[src/rtl/fetch_unit_pkg.sv]
// Shared definitions for the instruction fetch stage: ISA encodings, redirect
// kinds, the default memory size and the fetch FSM state type.
package fetch_unit_pkg;

  localparam int MEM_BYTES_DEFAULT = 1024;

  localparam logic [5:0] OP_R_TYPE = 6'h00;
  localparam logic [5:0] OP_J      = 6'h02;
  localparam logic [5:0] OP_JAL    = 6'h03;
  localparam logic [5:0] OP_BEQ    = 6'h04;
  localparam logic [5:0] FUNCT_JR  = 6'h08;

  typedef enum logic [1:0] {
    RK_BEQ = 2'b00,
    RK_J   = 2'b01,
    RK_JR  = 2'b10,
    RK_JAL = 2'b11
  } redirect_kind_e;

  typedef enum logic [1:0] {
    ST_IDLE  = 2'd0,
    ST_RUN   = 2'd1,
    ST_FAULT = 2'd2
  } fetch_state_e;

endpackage

[src/rtl/fetch_unit_next_pc_calc.sv]
// Combinational control-transfer target computation for the fetch stage.
// All arithmetic is 32-bit and wraps silently; legality is checked elsewhere.
module next_pc_calc
  import fetch_unit_pkg::*;
(
  input  logic [1:0]  kind,
  input  logic [31:0] if_pc_plus4,
  input  logic [15:0] branch_imm,
  input  logic [25:0] jump_index,
  input  logic [31:0] jr_target,
  output logic [31:0] target
);

  logic [31:0] w_branch_off;

  assign w_branch_off = {{14{branch_imm[15]}}, branch_imm, 2'b00};

  always_comb begin
    target = jr_target;
    case (redirect_kind_e'(kind))
      RK_BEQ:        target = if_pc_plus4 + w_branch_off;
      RK_J, RK_JAL:  target = {if_pc_plus4[31:28], jump_index, 2'b00};
      RK_JR:         target = jr_target;
      default:       target = jr_target;
    endcase
  end

endmodule

[src/rtl/fetch_unit.sv]
// Instruction fetch stage: drives the PC to an external instruction memory,
// registers the returned word, follows redirects and traps illegal PCs.
module fetch_unit
  import fetch_unit_pkg::*;
#(
  parameter logic [31:0] RESET_PC  = 32'h0000_0000,
  parameter int          MEM_BYTES = MEM_BYTES_DEFAULT
) (
  input  logic        clk,
  input  logic        rst_n,
  input  logic        start,
  output logic [31:0] imem_addr,
  input  logic [31:0] imem_instr,
  input  logic        stall,
  input  logic        redirect_valid,
  input  logic [1:0]  redirect_kind,
  input  logic [15:0] branch_imm,
  input  logic [25:0] jump_index,
  input  logic [31:0] jr_target,
  output logic [31:0] if_instr,
  output logic [31:0] if_pc,
  output logic [31:0] if_pc_plus4,
  output logic        if_valid,
  output logic        fault,
  output logic [31:0] fault_pc,
  output logic [1:0]  dbg_state
);

  localparam logic [31:0] PC_MAX = 32'(MEM_BYTES - 4);

  fetch_state_e r_state, w_state_nxt;
  logic [31:0]  r_pc;
  logic [31:0]  r_if_instr;
  logic [31:0]  r_if_pc;
  logic [31:0]  r_if_pc_plus4;
  logic         r_if_valid;
  logic         r_fault;
  logic [31:0]  r_fault_pc;

  logic         w_pc_illegal;
  logic         w_redirect;
  logic         w_fault;
  logic         w_capture;
  logic [31:0]  w_target;

  assign w_pc_illegal = (r_pc[1:0] != 2'b00) || (r_pc > PC_MAX);

  next_pc_calc u_next_pc_calc (
    .kind        (redirect_kind),
    .if_pc_plus4 (r_if_pc_plus4),
    .branch_imm  (branch_imm),
    .jump_index  (jump_index),
    .jr_target   (jr_target),
    .target      (w_target)
  );

  always_ff @(posedge clk or negedge rst_n) begin
    if (!rst_n) r_state <= ST_IDLE;
    else        r_state <= w_state_nxt;
  end

  // A redirect outranks the legality check: the current pc is wrong-path and
  // is about to be replaced, so it must not raise a fault.
  always_comb begin
    w_state_nxt = r_state;
    w_redirect  = 1'b0;
    w_fault     = 1'b0;
    w_capture   = 1'b0;
    case (r_state)
      ST_IDLE: if (start) w_state_nxt = ST_RUN;
      ST_RUN: begin
        if (redirect_valid && r_if_valid) begin
          w_redirect = 1'b1;
        end else if (w_pc_illegal) begin
          w_fault     = 1'b1;
          w_state_nxt = ST_FAULT;
        end else if (!stall) begin
          w_capture = 1'b1;
        end
      end
      ST_FAULT: w_state_nxt = ST_FAULT;
      default:  w_state_nxt = ST_IDLE;
    endcase
  end

  always_ff @(posedge clk or negedge rst_n) begin
    if (!rst_n) begin
      r_pc          <= RESET_PC;
      r_if_instr    <= '0;
      r_if_pc       <= '0;
      r_if_pc_plus4 <= '0;
      r_if_valid    <= 1'b0;
      r_fault       <= 1'b0;
      r_fault_pc    <= '0;
    end else if (w_redirect) begin
      r_pc       <= w_target;
      r_if_valid <= 1'b0;
    end else if (w_fault) begin
      r_fault    <= 1'b1;
      r_fault_pc <= r_pc;
      r_if_valid <= 1'b0;
    end else if (w_capture) begin
      r_if_instr    <= imem_instr;
      r_if_pc       <= r_pc;
      r_if_pc_plus4 <= r_pc + 32'd4;
      r_if_valid    <= 1'b1;
      r_pc          <= r_pc + 32'd4;
    end
  end

  assign imem_addr   = r_pc;
  assign if_instr    = r_if_instr;
  assign if_pc       = r_if_pc;
  assign if_pc_plus4 = r_if_pc_plus4;
  assign if_valid    = r_if_valid;
  assign fault       = r_fault;
  assign fault_pc    = r_fault_pc;
  assign dbg_state   = r_state;

endmodule

[config.mk]
export PLATFORM = sky130hd
export DESIGN_NAME = fetch_unit
export DESIGN_NICKNAME = d
export VERILOG_FILES = /design/src/rtl/fetch_unit_pkg.sv /design/src/rtl/fetch_unit_next_pc_calc.sv /design/src/rtl/fetch_unit.sv
export SDC_FILE = /design/constraint.sdc
export NUM_CORES = 1
export LEC_CHECK = 0
export BUFFER_PORTS_ARGS = -buffer_cell sky130_fd_sc_hd__buf_2
export CAP_MARGIN = 10
export CORE_UTILIZATION = 50
export DETAILED_ROUTE_END_ITERATION = 10
export GPL_TIMING_DRIVEN = 1
export HOLD_SLACK_MARGIN = 0.15
export PLACE_DENSITY = 0.79
export SYNTH_ARGS = -nofsm -noshare
export SYNTH_HDL_FRONTEND = slang
export SYNTH_SLANG_ARGS = --single-unit
[constraint.sdc]
create_clock -name clk -period 3.4 [get_ports clk]
set_input_delay 0.34 -clock clk [delete_from_list [all_inputs] [get_ports clk]]
set_output_delay 0.34 -clock clk [all_outputs]
set_load 0.02 [all_outputs]
==> run summary <==
run status: finished, final reports clean
kind of cell adding the most delay to the critical path: compound AO/OA/AOI/OAI gates
final-report hold violation count: 0
Synth Area in XOR/XNOR: 3.52%
syn avg cell area: 9.63 µm²
clock buffer depth: 2
Lkg Pwr: 0.00577 µW
Internal: 4450 µW
Starting Density: 51.5%
Syn Std Cell Area: 8210 µm²
Netlist cell types: 59
quantity of gates resized following cts: 0
simple-gate share of the synthesized area: 18.3%
num rows: 46
Seq. cell area: 4050 µm²
main combinational cell family by area after synthesis: simple AND/OR/NAND/NOR gates
footprint of the multi-input gates: 3870 µm²
clock skew: 0.0161 ns
Clk pwr share: 28.0%
Main synth FF type: dfrtp_1
fill cell count: 1250
CP cell instances: ha_1, fa_1, a211oi_1, o21bai_2, a211oi_1, o21a_1, or3_1, nand2_1, mux2i_1, a221o_1
sequential share of the synthesized area: 49.4%
initial antenna violation count: 1
register clock-pin slew on the reported worst setup and hold paths: 0.07 ns
fraction of layout instances using a drive strength above 1: 31.6%
CP most frequent cell: a211oi_1
Worst Tran Pin Value: 0.980 ns
Max Cap Violations: 0
CP Launch Type: flop
Die X-Extent: 130 µm
final cycle utilization of the critical path: 85.8%
Worst EP required: 3.72 ns
main area contributors after synthesis: dfrtp_1 (49%), nand2_1 (8.2%), ha_1 (4.9%), mux2_2 (4.5%), and2_1 (3.5%)
cell area power density: 663 nW/µm²
Chip Height: 130 µm
Final Critical Period: 2.92 ns
port buffer count: 276
switching share of power: 37.2%
most common cell after layout, fill and taps aside: buf_2
initial drt markers: 516
setup TNS: 0 ns
Slew Limit Fails: 0
vias: 7467
Peak supply drop: 0.373 mV
slowest stage delay, CP: 0.44 ns
final setup violation count: 0
Core ar.: 15900 µm²
post-synthesis compound-gate area fraction: 14.8%
setup bufs post-CTS: 0
Hold Path Class: in -> reg
commonest non-fill, non-tap cells in the layout: buf_2 (275), nand2_1 (179), dfrtp_1 (162), a21oi_1 (52), nor2_1 (49)
fin nets: 1289
first-pass GRT wire length: 36.1 mm
largest area contributor in the netlist: dfrtp_1
flops & latches, synth: 162
GRT overflow: 0
Pwr Total: 7090 µW
syn nets: 999
Avg WL per Cell: 17.2 µm
crit path DAT: 3.24 ns
DRC Markers: 0
I/O pins: 277
Final Wtd Congestion: 0.913
pin count of the biggest net entering global routing: 109
unrepaired setup endpoints after global routing: no
Flop pwr share: 39.8%
max_slew headroom: 34.6%
Async S/R FF share, synth: 100%
cts bufs inserted: 17
Worst path slowest cell: fa_1
GRT Util Overall: 28.1%
synth warn: 0
number of flops mapped to enable cells by yosys: 0
total wire length: 23.7 mm
Comb pwr share: 32.2%
TritonRoute pass-1 iters: 7
Sw Pwr: 2640 µW
CP max FO: 4
Yosys top cell area share: 49.4%
routed vias/inst: 5.43
H-tree Lvls: 4
Post-Synth Adder-Cell Area: 5.12%
Synth-to-Final Area Change: 30.1%
TritonCTS Sinks: 162
root buf cell: clkbuf_16
mux cell area share after synthesis: 5.26%
number of global-route vias before repair: 6925
CTS Hold Bufs: 34
Gate Count Post-Synth: 853
hpwl dp: 16.9 mm
Antenna Nets Post-Route: 0
Worst Path Class, Setup: reg -> reg
CTS tree: done
Critical path buffers and inverters: 0
FMAX: 0.343 GHz
die area: 16900 µm²
clk_lat worst skew: 0.44 ns
Setup crit end kind: flop
[stage by stage]
stage	worst slack [ns]	hold WS (ns)	instance area (µm²)	utilization [%]	std cells
after CTS	0.496	0.178	10700	67.0	1372
after global routing	0.292	0.196	10700	67.0	1372
after global placement	0.464	0.445	9710	60.9	1306
after floorplan	0.684	0.0444	8210	-	853
final	0.484	0.187	10700	67.0	1376
after detailed placement	0.439	0.450	9710	60.9	1306
[final cells by class]
class / instances / area share (%)
tap: 216 / 2.53
multi-input combinational: 628 / 36.2
clock buffer: 19 / 4.24
sequential: 162 / 37.9
antenna: 4 / 0.0937
timing repair buffer: 319 / 16.9
inverter: 15 / 0.527
clock inverter: 13 / 1.56
[worst min-delay path: stages]
cell and delay (ns):
buf_2 0.09, a21oi_1 0.05, a21oi_1 0.10
[cell usage after synthesis (all sizes together), types with 3 or more instances]
| cell type | n |
|---|---|
| nor4 | 7 |
| a221oi | 10 |
| xnor2 | 20 |
| nand2 | 179 |
| a21oi | 52 |
| or3 | 7 |
| mux2i | 6 |
| a211oi | 8 |
| nor2 | 50 |
| mux2 | 33 |
| a221o | 3 |
| a31oi | 10 |
| nor3 | 8 |
| nand3 | 14 |
| o21a | 3 |
| nand2b | 3 |
| xor2 | 13 |
| o211ai | 7 |
| o22ai | 11 |
| o31ai | 5 |
| and2 | 46 |
| o21bai | 5 |
| o21ai | 47 |
| a21o | 10 |
| nand4 | 7 |
| clkbuf | 33 |
| dfrtp | 162 |
| inv | 15 |
| and3 | 9 |
| ha | 32 |
| buf | 15 |
[cells by family (layout without fill, tap and decap cells)]
logic type               after synthesis  count (layout)
AO/OA/AOI/OAI                        188             188
multiplexers                          39              39
buffers and inverters                 63             366
flip-flops                           162             162
other                                  0               4
AND/OR/NAND/NOR                      335             335
adder cells (fa/ha/maj)               33              33
XOR/XNOR                              33              33
[power by group through the flow]
| stage | sequential (µW) | combinational, µW | clock [µW] |
|---|---|---|---|
| 2_1_floorplan | 3320 | 877 | 0 |
| 3_3_place_gp | 2820 | 2190 | 0 |
| 3_5_place_dp | 2840 | 2250 | 0 |
| 4_1_cts | 2810 | 2280 | 2020 |
| 5_1_grt | 2880 | 2490 | 2100 |
| 6_report | 2820 | 2280 | 1980 |
[metal layers]
layer | share of wire [%] | global-route usage (%) | wire (µm) | vias to the layer above
li1 | - | - | - | 3561
met1 | 44 | 38.2 | 10500 | 3575
met2 | 46 | 42.6 | 11000 | 278
met3 | 6.0 | 6.11 | 1420 | 53
met4 | 3.5 | 13.7 | 826 | 0
met5 | 0 | 0 | 0 | -
[sequential cells by signal, indices dropped and copies added (netlist names)]
name,cells
if_valid,1
fault_pc,32
dbg_state,2
imem_addr,32
fault,1
if_pc,32
if_pc_plus4,30
if_instr,32
[worst paths after layout]
kind                                start             to  slack [ns]  depth (start not counted)
max                        if_pc_plus4[2]  imem_addr[26]        0.48                         10
min                                 start   dbg_state[0]        0.19                          3
max reg2reg                if_pc_plus4[2]  imem_addr[26]        0.48                         10
min reg2reg                  if_instr[19]   if_instr[19]        0.46                          2
max in group asynchronous           rst_n  imem_addr[25]        2.07                          3
min in group asynchronous           rst_n      if_pc[15]        0.56                          2
Note: power is estimated with default switching activity, not from simulation.
